**src/rtl/decode_stage_if.sv**
```systemverilog
// Fetch/decode/AGEX bundle for the LC-3b decode stage: fetch inputs, downstream
// hazard hints, writeback port, and the AGEX pipeline latch outputs.
interface decode_stage_if;
    logic        ld_de;
    logic [15:0] de_npc_in;
    logic [15:0] de_ir_in;
    logic        de_v_in;
    logic        mem_stall;
    logic        v_agex_ld_reg;
    logic [2:0]  agex_drid;
    logic        v_agex_ld_cc;
    logic        v_mem_ld_reg;
    logic [2:0]  mem_drid;
    logic        v_mem_ld_cc;
    logic        wb_ld_reg;
    logic [2:0]  wb_drid;
    logic [15:0] wb_data;
    logic        wb_ld_cc;
    logic [2:0]  wb_cc;
    logic        dep_stall;
    logic        v_de_br_stall;
    logic        agex_v;
    logic [15:0] agex_npc;
    logic [15:0] agex_ir;
    logic [15:0] agex_sr1;
    logic [15:0] agex_sr2;
    logic [2:0]  agex_cc;
    logic [2:0]  agex_drid_out;   // latched destination; agex_drid is the hazard hint input
    logic        agex_ld_reg;
    logic        agex_ld_cc;

    modport master (
        output ld_de, de_npc_in, de_ir_in, de_v_in, mem_stall,
               v_agex_ld_reg, agex_drid, v_agex_ld_cc,
               v_mem_ld_reg, mem_drid, v_mem_ld_cc,
               wb_ld_reg, wb_drid, wb_data, wb_ld_cc, wb_cc,
        input  dep_stall, v_de_br_stall, agex_v, agex_npc, agex_ir,
               agex_sr1, agex_sr2, agex_cc, agex_drid_out, agex_ld_reg, agex_ld_cc
    );

    modport slave (
        input  ld_de, de_npc_in, de_ir_in, de_v_in, mem_stall,
               v_agex_ld_reg, agex_drid, v_agex_ld_cc,
               v_mem_ld_reg, mem_drid, v_mem_ld_cc,
               wb_ld_reg, wb_drid, wb_data, wb_ld_cc, wb_cc,
        output dep_stall, v_de_br_stall, agex_v, agex_npc, agex_ir,
               agex_sr1, agex_sr2, agex_cc, agex_drid_out, agex_ld_reg, agex_ld_cc
    );
endinterface

```
**src/rtl/decode_stage.sv**
```systemverilog
// LC-3b decode stage: DE latch, register file with writeback bypass, condition
// codes, dependency detection and the AGEX pipeline latch.
module decode_stage #(
    parameter int          NUM_REGS = 8,
    parameter logic [2:0]  LINK_REG = 3'd7,
    parameter logic [2:0]  CC_RESET = 3'b010
) (
    input  logic           clk,
    input  logic           reset,
    decode_stage_if.slave  bus
);
    localparam logic [3:0] OP_BR   = 4'b0000;
    localparam logic [3:0] OP_ADD  = 4'b0001;
    localparam logic [3:0] OP_LDB  = 4'b0010;
    localparam logic [3:0] OP_STB  = 4'b0011;
    localparam logic [3:0] OP_JSR  = 4'b0100;
    localparam logic [3:0] OP_AND  = 4'b0101;
    localparam logic [3:0] OP_LDW  = 4'b0110;
    localparam logic [3:0] OP_STW  = 4'b0111;
    localparam logic [3:0] OP_XOR  = 4'b1001;
    localparam logic [3:0] OP_JMP  = 4'b1100;
    localparam logic [3:0] OP_SHF  = 4'b1101;
    localparam logic [3:0] OP_LEA  = 4'b1110;
    localparam logic [3:0] OP_TRAP = 4'b1111;

    logic [15:0] de_npc_q, de_npc_d;
    logic [15:0] de_ir_q,  de_ir_d;
    logic        de_v_q,   de_v_d;
    logic [15:0] regs_q [NUM_REGS];
    logic [15:0] regs_d [NUM_REGS];
    logic [2:0]  cc_q, cc_d;

    logic        agex_v_q, agex_v_d;
    logic [15:0] agex_npc_q, agex_npc_d;
    logic [15:0] agex_ir_q, agex_ir_d;
    logic [15:0] agex_sr1_q, agex_sr1_d;
    logic [15:0] agex_sr2_q, agex_sr2_d;
    logic [2:0]  agex_cc_q, agex_cc_d;
    logic [2:0]  agex_drid_q, agex_drid_d;
    logic        agex_ld_reg_q, agex_ld_reg_d;
    logic        agex_ld_cc_q, agex_ld_cc_d;

    logic [3:0]  op;
    logic        use_sr1, use_sr2, is_ctrl;
    logic [2:0]  sr1_id, sr2_id, dec_drid;
    logic        dec_ld_reg, dec_ld_cc;
    logic [15:0] sr1_val, sr2_val;
    logic [2:0]  cc_val;
    logic        src_hazard, cc_hazard, dep_stall;

    always_comb begin
        op         = de_ir_q[15:12];
        sr1_id     = de_ir_q[8:6];
        sr2_id     = de_ir_q[2:0];
        use_sr1    = 1'b0;
        use_sr2    = 1'b0;
        dec_drid   = 3'd0;
        dec_ld_reg = 1'b0;
        dec_ld_cc  = 1'b0;
        is_ctrl    = 1'b0;
        case (op)
            OP_ADD, OP_AND, OP_XOR: begin
                use_sr1    = 1'b1;
                use_sr2    = !de_ir_q[5];
                dec_drid   = de_ir_q[11:9];
                dec_ld_reg = 1'b1;
                dec_ld_cc  = 1'b1;
            end
            OP_SHF, OP_LDB, OP_LDW: begin
                use_sr1    = 1'b1;
                dec_drid   = de_ir_q[11:9];
                dec_ld_reg = 1'b1;
                dec_ld_cc  = 1'b1;
            end
            OP_STB, OP_STW: begin
                use_sr1 = 1'b1;
                use_sr2 = 1'b1;
                sr2_id  = de_ir_q[11:9];
            end
            OP_LEA: begin
                dec_drid   = de_ir_q[11:9];
                dec_ld_reg = 1'b1;
            end
            OP_JSR: begin
                use_sr1    = !de_ir_q[11];
                dec_drid   = LINK_REG;
                dec_ld_reg = 1'b1;
                is_ctrl    = 1'b1;
            end
            OP_TRAP: begin
                dec_drid   = LINK_REG;
                dec_ld_reg = 1'b1;
                is_ctrl    = 1'b1;
            end
            OP_JMP: begin
                use_sr1 = 1'b1;
                is_ctrl = 1'b1;
            end
            OP_BR:   is_ctrl = 1'b1;
            default: ;
        endcase
    end

    // Same-cycle writeback is forwarded so the SR stage never needs to stall us.
    always_comb begin
        sr1_val = (bus.wb_ld_reg && bus.wb_drid == sr1_id) ? bus.wb_data : regs_q[sr1_id];
        sr2_val = (bus.wb_ld_reg && bus.wb_drid == sr2_id) ? bus.wb_data : regs_q[sr2_id];
        cc_val  = bus.wb_ld_cc ? bus.wb_cc : cc_q;
    end

    always_comb begin
        src_hazard = (use_sr1 && ((bus.v_agex_ld_reg && bus.agex_drid == sr1_id) ||
                                  (bus.v_mem_ld_reg  && bus.mem_drid  == sr1_id))) ||
                     (use_sr2 && ((bus.v_agex_ld_reg && bus.agex_drid == sr2_id) ||
                                  (bus.v_mem_ld_reg  && bus.mem_drid  == sr2_id)));
        cc_hazard  = (op == OP_BR) && (bus.v_agex_ld_cc || bus.v_mem_ld_cc);
        dep_stall  = de_v_q && (src_hazard || cc_hazard);
    end

    always_comb begin
        de_npc_d = de_npc_q;
        de_ir_d  = de_ir_q;
        de_v_d   = de_v_q;
        if (bus.ld_de) begin
            de_npc_d = bus.de_npc_in;
            de_ir_d  = bus.de_ir_in;
            de_v_d   = bus.de_v_in;
        end
        regs_d = regs_q;
        if (bus.wb_ld_reg)
            regs_d[bus.wb_drid] = bus.wb_data;
        cc_d = bus.wb_ld_cc ? bus.wb_cc : cc_q;
    end

    always_comb begin
        agex_v_d      = agex_v_q;
        agex_npc_d    = agex_npc_q;
        agex_ir_d     = agex_ir_q;
        agex_sr1_d    = agex_sr1_q;
        agex_sr2_d    = agex_sr2_q;
        agex_cc_d     = agex_cc_q;
        agex_drid_d   = agex_drid_q;
        agex_ld_reg_d = agex_ld_reg_q;
        agex_ld_cc_d  = agex_ld_cc_q;
        if (!bus.mem_stall) begin
            agex_v_d      = de_v_q && !dep_stall;
            agex_npc_d    = de_npc_q;
            agex_ir_d     = de_ir_q;
            agex_sr1_d    = sr1_val;
            agex_sr2_d    = sr2_val;
            agex_cc_d     = cc_val;
            agex_drid_d   = dec_drid;
            agex_ld_reg_d = dec_ld_reg && agex_v_d;
            agex_ld_cc_d  = dec_ld_cc && agex_v_d;
        end
    end

    always_ff @(posedge clk) begin
        if (reset) begin
            de_npc_q <= '0;
            de_ir_q  <= '0;
            de_v_q   <= 1'b0;
            for (int i = 0; i < NUM_REGS; i++)
                regs_q[i] <= '0;
            cc_q          <= CC_RESET;
            agex_v_q      <= 1'b0;
            agex_npc_q    <= '0;
            agex_ir_q     <= '0;
            agex_sr1_q    <= '0;
            agex_sr2_q    <= '0;
            agex_cc_q     <= '0;
            agex_drid_q   <= '0;
            agex_ld_reg_q <= 1'b0;
            agex_ld_cc_q  <= 1'b0;
        end else begin
            de_npc_q      <= de_npc_d;
            de_ir_q       <= de_ir_d;
            de_v_q        <= de_v_d;
            regs_q        <= regs_d;
            cc_q          <= cc_d;
            agex_v_q      <= agex_v_d;
            agex_npc_q    <= agex_npc_d;
            agex_ir_q     <= agex_ir_d;
            agex_sr1_q    <= agex_sr1_d;
            agex_sr2_q    <= agex_sr2_d;
            agex_cc_q     <= agex_cc_d;
            agex_drid_q   <= agex_drid_d;
            agex_ld_reg_q <= agex_ld_reg_d;
            agex_ld_cc_q  <= agex_ld_cc_d;
        end
    end

    assign bus.dep_stall     = dep_stall;
    assign bus.v_de_br_stall = de_v_q && is_ctrl;
    assign bus.agex_v        = agex_v_q;
    assign bus.agex_npc      = agex_npc_q;
    assign bus.agex_ir       = agex_ir_q;
    assign bus.agex_sr1      = agex_sr1_q;
    assign bus.agex_sr2      = agex_sr2_q;
    assign bus.agex_cc       = agex_cc_q;
    assign bus.agex_drid_out = agex_drid_q;
    assign bus.agex_ld_reg   = agex_ld_reg_q;
    assign bus.agex_ld_cc    = agex_ld_cc_q;
endmodule

```
**src/flat_wrapper.sv**
```systemverilog
// flat-port wrapper written by rule: the top's interface ports become plain ports
module decode_stage_flat 
#(
    parameter int          NUM_REGS = 8,
    parameter logic [2:0]  LINK_REG = 3'd7,
    parameter logic [2:0]  CC_RESET = 3'b010
)
  (clk, reset, bus_ld_de, bus_de_npc_in, bus_de_ir_in, bus_de_v_in, bus_mem_stall, bus_v_agex_ld_reg, bus_agex_drid, bus_v_agex_ld_cc, bus_v_mem_ld_reg, bus_mem_drid, bus_v_mem_ld_cc, bus_wb_ld_reg, bus_wb_drid, bus_wb_data, bus_wb_ld_cc, bus_wb_cc, bus_dep_stall, bus_v_de_br_stall, bus_agex_v, bus_agex_npc, bus_agex_ir, bus_agex_sr1, bus_agex_sr2, bus_agex_cc, bus_agex_drid_out, bus_agex_ld_reg, bus_agex_ld_cc);
  decode_stage_if bus_i ();
  input  logic clk;
  input  logic reset;
  input wire logic [$bits(bus_i.ld_de)-1:0] bus_ld_de;
  input wire logic [$bits(bus_i.de_npc_in)-1:0] bus_de_npc_in;
  input wire logic [$bits(bus_i.de_ir_in)-1:0] bus_de_ir_in;
  input wire logic [$bits(bus_i.de_v_in)-1:0] bus_de_v_in;
  input wire logic [$bits(bus_i.mem_stall)-1:0] bus_mem_stall;
  input wire logic [$bits(bus_i.v_agex_ld_reg)-1:0] bus_v_agex_ld_reg;
  input wire logic [$bits(bus_i.agex_drid)-1:0] bus_agex_drid;
  input wire logic [$bits(bus_i.v_agex_ld_cc)-1:0] bus_v_agex_ld_cc;
  input wire logic [$bits(bus_i.v_mem_ld_reg)-1:0] bus_v_mem_ld_reg;
  input wire logic [$bits(bus_i.mem_drid)-1:0] bus_mem_drid;
  input wire logic [$bits(bus_i.v_mem_ld_cc)-1:0] bus_v_mem_ld_cc;
  input wire logic [$bits(bus_i.wb_ld_reg)-1:0] bus_wb_ld_reg;
  input wire logic [$bits(bus_i.wb_drid)-1:0] bus_wb_drid;
  input wire logic [$bits(bus_i.wb_data)-1:0] bus_wb_data;
  input wire logic [$bits(bus_i.wb_ld_cc)-1:0] bus_wb_ld_cc;
  input wire logic [$bits(bus_i.wb_cc)-1:0] bus_wb_cc;
  output wire logic [$bits(bus_i.dep_stall)-1:0] bus_dep_stall;
  output wire logic [$bits(bus_i.v_de_br_stall)-1:0] bus_v_de_br_stall;
  output wire logic [$bits(bus_i.agex_v)-1:0] bus_agex_v;
  output wire logic [$bits(bus_i.agex_npc)-1:0] bus_agex_npc;
  output wire logic [$bits(bus_i.agex_ir)-1:0] bus_agex_ir;
  output wire logic [$bits(bus_i.agex_sr1)-1:0] bus_agex_sr1;
  output wire logic [$bits(bus_i.agex_sr2)-1:0] bus_agex_sr2;
  output wire logic [$bits(bus_i.agex_cc)-1:0] bus_agex_cc;
  output wire logic [$bits(bus_i.agex_drid_out)-1:0] bus_agex_drid_out;
  output wire logic [$bits(bus_i.agex_ld_reg)-1:0] bus_agex_ld_reg;
  output wire logic [$bits(bus_i.agex_ld_cc)-1:0] bus_agex_ld_cc;
  assign bus_i.ld_de = bus_ld_de;
  assign bus_i.de_npc_in = bus_de_npc_in;
  assign bus_i.de_ir_in = bus_de_ir_in;
  assign bus_i.de_v_in = bus_de_v_in;
  assign bus_i.mem_stall = bus_mem_stall;
  assign bus_i.v_agex_ld_reg = bus_v_agex_ld_reg;
  assign bus_i.agex_drid = bus_agex_drid;
  assign bus_i.v_agex_ld_cc = bus_v_agex_ld_cc;
  assign bus_i.v_mem_ld_reg = bus_v_mem_ld_reg;
  assign bus_i.mem_drid = bus_mem_drid;
  assign bus_i.v_mem_ld_cc = bus_v_mem_ld_cc;
  assign bus_i.wb_ld_reg = bus_wb_ld_reg;
  assign bus_i.wb_drid = bus_wb_drid;
  assign bus_i.wb_data = bus_wb_data;
  assign bus_i.wb_ld_cc = bus_wb_ld_cc;
  assign bus_i.wb_cc = bus_wb_cc;
  assign bus_dep_stall = bus_i.dep_stall;
  assign bus_v_de_br_stall = bus_i.v_de_br_stall;
  assign bus_agex_v = bus_i.agex_v;
  assign bus_agex_npc = bus_i.agex_npc;
  assign bus_agex_ir = bus_i.agex_ir;
  assign bus_agex_sr1 = bus_i.agex_sr1;
  assign bus_agex_sr2 = bus_i.agex_sr2;
  assign bus_agex_cc = bus_i.agex_cc;
  assign bus_agex_drid_out = bus_i.agex_drid_out;
  assign bus_agex_ld_reg = bus_i.agex_ld_reg;
  assign bus_agex_ld_cc = bus_i.agex_ld_cc;
  decode_stage #(.NUM_REGS(NUM_REGS), .LINK_REG(LINK_REG), .CC_RESET(CC_RESET)) u_core (.clk(clk), .reset(reset), .bus(bus_i));
endmodule
```
**config.mk**
```make
export PLATFORM = sky130hd
export DESIGN_NAME = decode_stage_flat
export DESIGN_NICKNAME = d
export VERILOG_FILES = /design/src/rtl/decode_stage_if.sv /design/src/rtl/decode_stage.sv /design/src/flat_wrapper.sv
export SDC_FILE = /design/constraint.sdc
export NUM_CORES = 1
export LEC_CHECK = 0
export CORE_ASPECT_RATIO = 0.75
export CORE_MARGIN = 1
export CORE_UTILIZATION = 60
export DETAILED_ROUTE_END_ITERATION = 8
export PLACE_DENSITY = 0.86
export SLEW_MARGIN = 20
export SYNTH_ARGS = -nofsm -noshare
export SYNTH_HDL_FRONTEND = slang
export SYNTH_SLANG_ARGS = --single-unit
```
**constraint.sdc**
```tcl
create_clock -name clk -period 3.47 [get_ports clk]
set_input_delay 0.694 -clock clk [delete_from_list [all_inputs] [get_ports clk]]
set_output_delay 0.694 -clock clk [all_outputs]
set_load 0.03 [all_outputs]
```
==> results_dict.tcl <==
set metrics [dict create \
    run_status "completed" \
    async_reset_ff_share_pct 0 \
    routabilityCongestion 0.8801 \
    hold_slack_ns 0.4575 \
    grt_max_degree 97 \
    top_register "u_core.regs_q" \
    fin_util_pct 74.47 \
    yosys_warnings 0 \
    n_antenna_cell 0 \
    hold_viol 0 \
    die_x_um 158.2 \
    clock_sinks 237 \
    crit_chain "and3b_4 -> mux2i_4 -> xnor2_1 -> or4_4 -> o211ai_4 -> and2_1 -> buf_4" \
    worstSkewPairLatency_ns 0.51 \
    yosysTopAreaCell "dfxtp_1" \
    setup_viol 0 \
    drtIter0Drc 1271 \
    rsz0062_at_grt "false" \
    synth-simple-area-share_pct 19.25 \
    syn_avg_cell_area_um2 8.303 \
    cp-end-kind "primary output" \
    crit_path_max_incr_delay_ns 0.53 \
    initial_core_util_pct 61.84 \
    wl_per_cell_um 20.11 \
    cts_tree "yes" \
    place_area_mm2 0.01250 \
    design_area_mm2 0.01323 \
    yosys_most_used_dff "dfxtp_1" \
    tightest_slew_ns 0.9709 \
    synth_compound_area_share_pct 16.54 \
    timing.final.crit_share_pct 96.71 \
    grt_pass1_vias 9519 \
    synth_mux_area_share_pct 14.83 \
    ys_top_cells_by_area "dfxtp_1 43%, nand2_1 12%, a21oi_1 10%" \
    path_class "register to primary output" \
    synth_top_area_share_pct 43.19 \
    dieArea_mm2 0.01886 \
    cts_buffers 23 \
    drt_wl_total_um 33400 \
    root_buffer "clkbuf_16" \
    track_usage_pct 35.11 \
    ant_nets 0 \
    synth_edf_count 0 \
    finalNetCount 1476 \
    fin_crit_ns 3.356 \
    tns_ns 0 \
    core_mm2 0.01776 \
    row_count 42 \
    drc_errors 0 \
    drive_above_1_share_pct 8.386 \
    dr.pass1.iters 5 \
    syn-cell-area_mm2 0.01098 \
    fmax_mhz 298.0 \
    max_cap_viol_count 0 \
    synth_fa_ha_area_share_pct 0 \
    maxSlewViolCount 0 \
    irDropWorstVdd_mv 0.2627 \
    clk_path_buf_depth 3 \
    syn-num-nets 1394 \
    min_path_type "register to register" \
    portBuffers 145 \
    synth_cell_types 40 \
    grt_pass1_wl_um 51240 \
    cp.arrival_ns 2.66 \
    htreeDepth 1 \
    ys_ff_latch 237 \
    worst_setup_path_start_kind "register" \
    largest_register_ffs 128 \
    crit_fanout 12 \
    cp_slowest_cell "or4_4" \
    synth_cells 1323 \
    p_per_area_mw_per_mm2 457.8 \
    pin_count 146 \
    synth_top_family_by_area "simple AND/OR/NAND/NOR gates" \
    clkTransAtPathRegs_ns 0.06 \
    grt-ovfl-total 0 \
    clock_skew_ns 0.009693 \
    die_h_um 119.2 \
    ys_seq_area_share_pct 43.19 \
    hpwlAfterDp_um 21250 \
    slew_headroom_pct 35.27 \
    num_vias 10440 \
    antenna_found_initial 0 \
    area_delta_synth_final_pct 20.42 \
    ctsHoldBuffers 0 \
    p_leak_nw 4.684 \
    synth-xor-area-share_pct 1.515 \
    via_per_inst 6.285 \
    required_ns 2.78 \
]
## metrics by stage
step | setup slack [ns] | instances | total power [W]
floorplan | 0.7589 | 1323 | 0.003431
global placement | 0.2672 | 1620 | 0.003717
detailed placement | 0.2034 | 1620 | 0.003738
CTS | 0.01880 | 1661 | 0.006027
global route | 0.03267 | 1661 | 0.006246
finish | 0.1141 | 1661 | 0.006055
## final timing paths
kind                 startpoint                      to  slack, ns  cells past startpoint
max reg2reg  u_core.de_ir_q[15]  u_core.bus.agex_sr2[5]       0.54                      7
min           u_core.bus.agex_v       u_core.bus.agex_v       0.46                      2
min reg2reg   u_core.bus.agex_v       u_core.bus.agex_v       0.46                      2
max          u_core.de_ir_q[15]           bus_dep_stall       0.11                      7
## kinds of logic after synthesis
logic type             after synthesis
AO/OA/AOI/OAI                      312
XOR/XNOR                            19
buffers and inverters              124
flip-flops                         237
multiplexers                       120
AND/OR/NAND/NOR                    511
## synth_stat cells (7+ instances only)
master	count
dfxtp_1	237
buf_1	12
nor2_1	101
a221oi_1	16
a22oi_1	17
buf_2	20
mux2i_1	84
nor2b_1	8
nand2b_1	7
or4b_1	16
clkbuf_1	84
mux4_2	32
nand2_1	354
a22o_1	16
o221ai_1	16
a21oi_1	230
xnor2_1	16
nand3_1	7
## where the power goes
group | switching [W] | total, W | internal [W]
logic | 0.000504 | 0.000828 | 0.000324
registers | 0.0000760 | 0.00289 | 0.00281
clock network | 0.00104 | 0.00234 | 0.00130
total | 0.00162 | 0.00606 | 0.00444
## worst max-delay path, delay by kind of cell, from the launching register on
| kind | cells | cell delay (ns) |
|---|---|---|
| compound gates | 1 | 0.12 |
| flops | 1 | 0.38 |
| buf+inv | 1 | 0.16 |
| mux | 1 | 0.28 |
| simple gates | 3 | 1.11 |
| xor+xnor | 1 | 0.09 |
## layout by cell type (no fill, tap or decap), types with 4 or more instances in the layout
cell             netlist  routed
nor2_1               101     100
a22oi_1               17      17
mux4_2                32      32
clkdlybuf4s50_1        0     141
a21oi_1              230     230
nand2b_1               7       7
o221ai_1              16      16
dfxtp_1              237     234
or4b_1                16      16
mux2i_1               84      83
nor2b_1                8       7
clkinv_2               0       5
buf_4                  4      33
nand3_1                7       7
nand2_1              354     354
a31oi_1                4       4
clkbuf_8               0       4
a221oi_1              16      16
o21ai_0                5       5
clkbuf_1              84       5
xnor2_1               16      16
a22o_1                16      16
nand4_1                5       5
clkbuf_16              0      23
## repair_timing
action / CTS / global route
setup buffers: 2 / 0
pin swaps: 1 / 0
setup endpoints to repair: 1 / 1
gates resized for setup: 1 / 4
hold endpoints to repair: 0 / 0
## layer usage
layer | share of wire [%] | track usage [%] | vias up | wire length (um)
li1 | - | - | 4754 | -
met1 | 39 | 47.67 | 4813 | 13050
met2 | 42 | 51.21 | 761 | 14090
met3 | 16 | 13.65 | 112 | 5278
met4 | 2.9 | 10.76 | 0 | 984
met5 | 0 | 0 | - | 0
## final cells by class
| type | instances | area [um^2] |
|---|---|---|
| inverter | 3 | 11.26 |
| fill | 1273 | 4534 |
| clock buffer | 32 | 649.4 |
| tap | 242 | 302.8 |
| multi-input combinational | 962 | 5767 |
| clock inverter | 7 | 42.54 |
| timing repair buffer | 178 | 1707 |
| sequential | 237 | 4748 |
No activity file was read; power rests on OpenSTA's default activity.
